===== src/rtl/riscv_pc_pkg.sv =====
// Shared types for the next-PC sequencer.
// State encoding, select codes and PC increment.
package riscv_pc_pkg;

  typedef enum logic [1:0] {
    BOOT = 2'd0,
    RUN  = 2'd1,
    HALT = 2'd2
  } state_t;

  localparam int unsigned PC_INC = 4;

  typedef enum logic [2:0] {
    SEL_RST  = 3'd0,
    SEL_SEQ  = 3'd1,
    SEL_JMP  = 3'd2,
    SEL_BR   = 3'd3,
    SEL_HOLD = 3'd4
  } sel_t;

endpackage


===== src/rtl/pc_next_mux.sv =====
// Next-PC data mux with the sequential +4 adder.
// Pure combinational; select code comes from the sequencer.
module pc_next_mux
  import riscv_pc_pkg::*;
#(
  parameter int unsigned N         = 32,
  parameter logic [N-1:0] RESET_VEC = '0
) (
  input  sel_t         sel,
  input  logic [N-1:0] pc_q,
  input  logic [N-1:0] br_tgt,
  input  logic [N-1:0] jmp_tgt,
  output logic [N-1:0] pc_data
);

  logic [N-1:0] pc_seq;

  assign pc_seq = pc_q + N'(PC_INC);

  // select the next fetch address
  always_comb begin
    pc_data = pc_q;
    unique case (sel)
      SEL_RST:  pc_data = RESET_VEC;
      SEL_SEQ:  pc_data = pc_seq;
      SEL_JMP:  pc_data = jmp_tgt;
      SEL_BR:   pc_data = br_tgt;
      SEL_HOLD: pc_data = pc_q;
      default:  pc_data = pc_q;
    endcase
  end

endmodule


===== src/rtl/pc_sequencer.sv =====
// Next-PC controller for fetch: boot, run, halt,
// redirect priority, misalign trap and redirect count.
module pc_sequencer
  import riscv_pc_pkg::*;
#(
  parameter int unsigned N         = 32,
  parameter logic [N-1:0] RESET_VEC = '0,
  parameter int unsigned CNT_W     = 16
) (
  input  logic             clk,
  input  logic             reset,
  input  logic [N-1:0]     pc_q_i,
  input  logic             stall_i,
  input  logic             branch_take_i,
  input  logic [N-1:0]     branch_tgt_i,
  input  logic             jump_i,
  input  logic [N-1:0]     jump_tgt_i,
  input  logic             halt_i,
  input  logic             resume_i,
  output logic             pc_load_o,
  output logic [N-1:0]     pc_data_o,
  output logic             flush_o,
  output logic             halted_o,
  output logic             misalign_o,
  output logic [CNT_W-1:0] redirect_cnt_o
);

  localparam logic [CNT_W-1:0] CNT_MAX = '1;

  state_t state;
  sel_t   sel;
  logic   redir_ok;
  logic   mis_ev;

  // next-PC source selection by state and priority
  always_comb begin
    sel       = SEL_HOLD;
    pc_load_o = 1'b0;
    flush_o   = 1'b0;
    redir_ok  = 1'b0;
    mis_ev    = 1'b0;
    if (reset) begin
      sel       = SEL_RST;
      pc_load_o = 1'b1;
      flush_o   = 1'b1;
    end else begin
      unique case (state)
        BOOT: begin
          sel       = SEL_RST;
          pc_load_o = 1'b1;
          flush_o   = 1'b1;
        end
        RUN: begin
          if (halt_i) begin
            sel = SEL_HOLD;
          end else if (jump_i) begin
            if (jump_tgt_i[1:0] != 2'b00) begin
              mis_ev = 1'b1;
            end else begin
              sel       = SEL_JMP;
              pc_load_o = 1'b1;
              flush_o   = 1'b1;
              redir_ok  = 1'b1;
            end
          end else if (branch_take_i) begin
            if (branch_tgt_i[1:0] != 2'b00) begin
              mis_ev = 1'b1;
            end else begin
              sel       = SEL_BR;
              pc_load_o = 1'b1;
              flush_o   = 1'b1;
              redir_ok  = 1'b1;
            end
          end else if (stall_i) begin
            sel = SEL_HOLD;
          end else begin
            sel       = SEL_SEQ;
            pc_load_o = 1'b1;
          end
        end
        HALT: sel = SEL_HOLD;
        default: begin
          sel       = SEL_RST;
          pc_load_o = 1'b1;
          flush_o   = 1'b1;
        end
      endcase
    end
  end

  pc_next_mux #(
    .N         (N),
    .RESET_VEC (RESET_VEC)
  ) u_mux (
    .sel     (sel),
    .pc_q    (pc_q_i),
    .br_tgt  (branch_tgt_i),
    .jmp_tgt (jump_tgt_i),
    .pc_data (pc_data_o)
  );

  // FSM plus registered status flags and counter
  always_ff @(posedge clk) begin
    if (reset) begin
      state          <= BOOT;
      halted_o       <= 1'b0;
      misalign_o     <= 1'b0;
      redirect_cnt_o <= '0;
    end else begin
      unique case (state)
        BOOT: state <= RUN;
        RUN: begin
          if (halt_i || mis_ev) begin
            state    <= HALT;
            halted_o <= 1'b1;
          end
          if (mis_ev) begin
            misalign_o <= 1'b1;
          end
          if (redir_ok && (redirect_cnt_o != CNT_MAX)) begin
            redirect_cnt_o <= redirect_cnt_o + 1'b1;
          end
        end
        HALT: begin
          if (resume_i) begin
            state    <= RUN;
            halted_o <= 1'b0;
          end
        end
        default: begin
          state    <= BOOT;
          halted_o <= 1'b0;
        end
      endcase
    end
  end

endmodule

===== config.mk =====
export PLATFORM = sky130hd
export DESIGN_NAME = pc_sequencer
export DESIGN_NICKNAME = d
export VERILOG_FILES = /design/src/rtl/riscv_pc_pkg.sv /design/src/rtl/pc_next_mux.sv /design/src/rtl/pc_sequencer.sv
export SDC_FILE = /design/constraint.sdc
export NUM_CORES = 1
export LEC_CHECK = 0
export BUFFER_PORTS_ARGS = -buffer_cell sky130_fd_sc_hd__buf_4
export CORE_MARGIN = 1
export CORE_UTILIZATION = 30
export DETAILED_ROUTE_END_ITERATION = 16
export PLACE_DENSITY_LB_ADDON = 0.05
export SLEW_MARGIN = 20
export SYNTH_ARGS = -nofsm -noshare
export SYNTH_HDL_FRONTEND = slang
export SYNTH_SLANG_ARGS = --single-unit

===== constraint.sdc =====
create_clock -name clk -period 2.4 [get_ports clk]
set_input_delay 0.12 -clock clk [delete_from_list [all_inputs] [get_ports clk]]
set_output_delay 0.12 -clock clk [all_outputs]
set_load 0.03 [all_outputs]

==> flow_metrics.env <==
export IMPL_timing_critical_path_arrival_ns=2.27
export IMPL_report_final_hold_viol_count=0
export IMPL_period_needed_ns=2.39
export IMPL_post_route_drc_count=0
export IMPL_grt_pass1_vias=3438
export IMPL_synth_main_ff_cell="dfxtp_1"
export IMPL_power_share_combinational=0.643
export IMPL_antenna_cells=0
export IMPL_hold_slack_ns=0.219
export IMPL_synth_edff_count=0
export IMPL_core_um2=9370
export IMPL_worst_setup_path_start_kind="flop"
export IMPL_clock_power_share=0.164
export IMPL_placement_cell_area_um2=4290
export IMPL_worst_setup_ep_type="primary output"
export IMPL_synth_net_count=489
export IMPL_synthesized_area_divided_by_synthesized_cell_count_um2=7.74
export IMPL_place_ws_ns=0.0577
export IMPL_min_period_over_period=0.997
export IMPL_synth_area_leader="dfxtp_1"
export IMPL_cts_buffers=3
export IMPL_initial_core_util=0.313
export IMPL_power_switching_share=0.417
export IMPL_fill_cells=996
export IMPL_wirelength_um=11100
export IMPL_clock_path_buffers=2
export IMPL_timing_max_cap_violations=0
export IMPL_ys_seq_elements=20
export IMPL_final_max_slew_viol_count=0
export IMPL_synth_warning_count=0
export IMPL_path_max_fanout=19
export IMPL_drt_initial_drc_count=100
export IMPL_report_final_setup_viol=0
export IMPL_global_route_wire_length_before_repair_um=16900
export IMPL_cts_root_buffer="clkbuf_8"
export IMPL_timing_worst_slew_pin_value_ns=0.487
export IMPL_top_level_ports=155
export IMPL_avgViaCountPerCell=5.42
export IMPL_slew_limit_headroom=0.674
export IMPL_die_w_um=101
export IMPL_gp_congestion=0.883
export IMPL_synthCells=379
export IMPL_yosys_top_cells_count="nor2_1 (32), mux2i_1 (24), o21ai_0 (24)"
export IMPL_synth_async_reset_ratio=0
export IMPL_place_port_buffers=154
export IMPL_die_height_um=101
export IMPL_power_ir_vdd_worst_uv=245
export IMPL_largest_net_degree_at_the_start_of_global_routing=27
export IMPL_layout_nets=663
export IMPL_criticalPathCategory="reg2out"
export IMPL_routed_via_count=3694
export IMPL_fmaxAchievable_ghz=0.418
export IMPL_sequential_area_share_after_synthesis=0.136
export IMPL_grt_antenna_before_repair=0
export IMPL_seq_power_share=0.193
export IMPL_detailedRoute_firstPassIterationCount=4
export IMPL_worst_hold_path_type="in2reg"
export IMPL_hpwl_um=8370
export IMPL_drt_wirelength_per_cell_um=16.3
export IMPL_cts_clk_slew_worst_paths_ns=0.08
export IMPL_cts_tree="done"
export IMPL_clock_latency_ns=0.26
export IMPL_tritoncts_num_sinks=20
export IMPL_track_usage=0.205
export IMPL_timing_setup_tns_ns=0
export IMPL_worst_endpoint_required_ns=2.28
export IMPL_post_synth_top_count_cell="nor2_1"
export IMPL_synth_distinct_cells=71
export IMPL_fin_ws_ns=0.00608
export IMPL_gr_total_overflow=0
export IMPL_p_leak_nw=2.04
export IMPL_design_power_total_w=0.00207
export IMPL_syn_area_um2=2940
export IMPL_area_growth_syn_to_layout_pct=60.8
export IMPL_synth_top_area_share=0.136
export IMPL_postLayoutCellArea_um2=4720
export IMPL_switching_power_summed_over_all_nets_w=0.000862
export IMPL_drt_antenna_violating_nets=0
export IMPL_run_status="finished, final reports clean"
export IMPL_rows=35
export IMPL_synth_area_top_cells="dfxtp_1 (14%), mux2i_1 (8.2%), o21ai_0 (4.1%)"
export IMPL_cts_hold_repair_buffers=0
export IMPL_rsz0062_at_grt="yes"
export IMPL_internal_power_w=0.00121
export IMPL_post_route_cells_drive_above_1_share=0.464
export IMPL_power_per_cell_area_nw_per_um2=438
export IMPL_cts_htree_levels=1
export IMPL_floorplan_die_area_um2=10200
export IMPL_skew_ns=0.00528
-- flip-flops by register name, summed over array words and instances (netlist names) --
| signal | cells |
|---|---|
| state | 2 |
| redirect_cnt_o | 16 |
| misalign_o | 1 |
| halted_o | 1 |
-- placed cells by master (no fill, tap or decap), types with 4 or more instances in the layout --
| cell type | synthesis | final |
|---|---|---|
| a21oi_1 | 12 | 11 |
| o21ai_2 | 3 | 7 |
| nand2_1 | 17 | 16 |
| o311ai_1 | 0 | 4 |
| mux2_2 | 4 | 4 |
| o211ai_1 | 4 | 4 |
| mux2i_1 | 24 | 21 |
| o21ai_0 | 24 | 15 |
| and4_1 | 4 | 4 |
| o22ai_1 | 9 | 5 |
| ha_1 | 7 | 4 |
| and3_1 | 5 | 5 |
| nand3_1 | 19 | 18 |
| nand4_1 | 15 | 15 |
| a21o_1 | 4 | 4 |
| xnor2_1 | 10 | 10 |
| or3_1 | 4 | 4 |
| o22ai_2 | 0 | 4 |
| inv_1 | 15 | 13 |
| o21ai_1 | 4 | 8 |
| a211oi_1 | 4 | 4 |
| buf_6 | 3 | 21 |
| nor2_1 | 32 | 30 |
| nor4_1 | 12 | 11 |
| nor3_1 | 12 | 12 |
| buf_4 | 5 | 164 |
| and2_1 | 5 | 5 |
| dfxtp_1 | 20 | 18 |
| xor2_1 | 6 | 6 |
| o32a_1 | 8 | 8 |
| a22o_1 | 6 | 6 |
-- area by class of cell --
type,count,area (um2),share of cell area
flip-flops and latches,20,408,0.0864
clock inverters,1,30.0,0.00636
clock buffers,3,41.3,0.00875
multi-input cells,324,2480,0.526
repair buffers,189,1540,0.326
inverters,15,61.3,0.0130
well taps,129,161,0.0342
-- through the flow --
step           std cells   util
2_1_floorplan        379      -
3_3_place_gp         664  0.458
3_5_place_dp         664  0.458
4_1_cts              676  0.482
5_1_grt              681  0.504
6_report             681  0.504
-- kinds of logic after synthesis --
kind of cell	count (synthesis)	synth area share
buffers and inverters	38	0.0823
AND/OR/NAND/NOR	159	0.324
multiplexers	29	0.102
adder cells (fa/ha/maj)	7	0.0298
XOR/XNOR	16	0.0477
AO/OA/AOI/OAI	110	0.278
flip-flops	20	0.136
-- what timing repair did --
| item | CTS | global route |
|---|---|---|
| endpoints found under the setup margin | 30 | 30 |
| pin swaps | 5 | 16 |
| gates resized for setup | 25 | 52 |
| gates cloned | 3 | 0 |
| buffers inserted | 5 | 5 |
-- routing by layer --
metal	vias to the layer above	wire length (um)	global-route usage
met5	-	0	0
met4	0	10	0.0123
met3	2	571	0.0319
met2	113	5270	0.355
met1	1746	5280	0.280
li1	1833	-	-
-- power groups by stage --
stage | clock [W] | combinational (W) | sequential (W)
after floorplan | 0 | 0.000666 | 0.000403
after global placement | 0 | 0.00112 | 0.000385
after detailed placement | 0 | 0.00112 | 0.000387
after CTS | 0.000349 | 0.00123 | 0.000389
after global routing | 0.000362 | 0.00143 | 0.000404
final | 0.000339 | 0.00133 | 0.000399
-- critical path: stages, from the launching register on --
cell	delay (ns)
dfxtp_4	0.39
inv_4	0.05
ha_4	0.17
nor4b_4	0.13
buf_4	0.15
o21ai_4	0.11
buf_12	0.21
mux2_2	0.35
a32oi_1	0.15
o22ai_1	0.11
buf_4	0.18
-- final timing paths --
kind / from / slack [ns] / endpoint / depth (start not counted)
max reg2reg: state[1] / 0.50 / redirect_cnt_o[12] / 7
min reg2reg: halted_o / 0.48 / halted_o / 2
max: state[1] / 0.006 / pc_data_o[23] / 10
min: reset / 0.22 / redirect_cnt_o[6] / 2
Power figures use the tool's default switching activity.
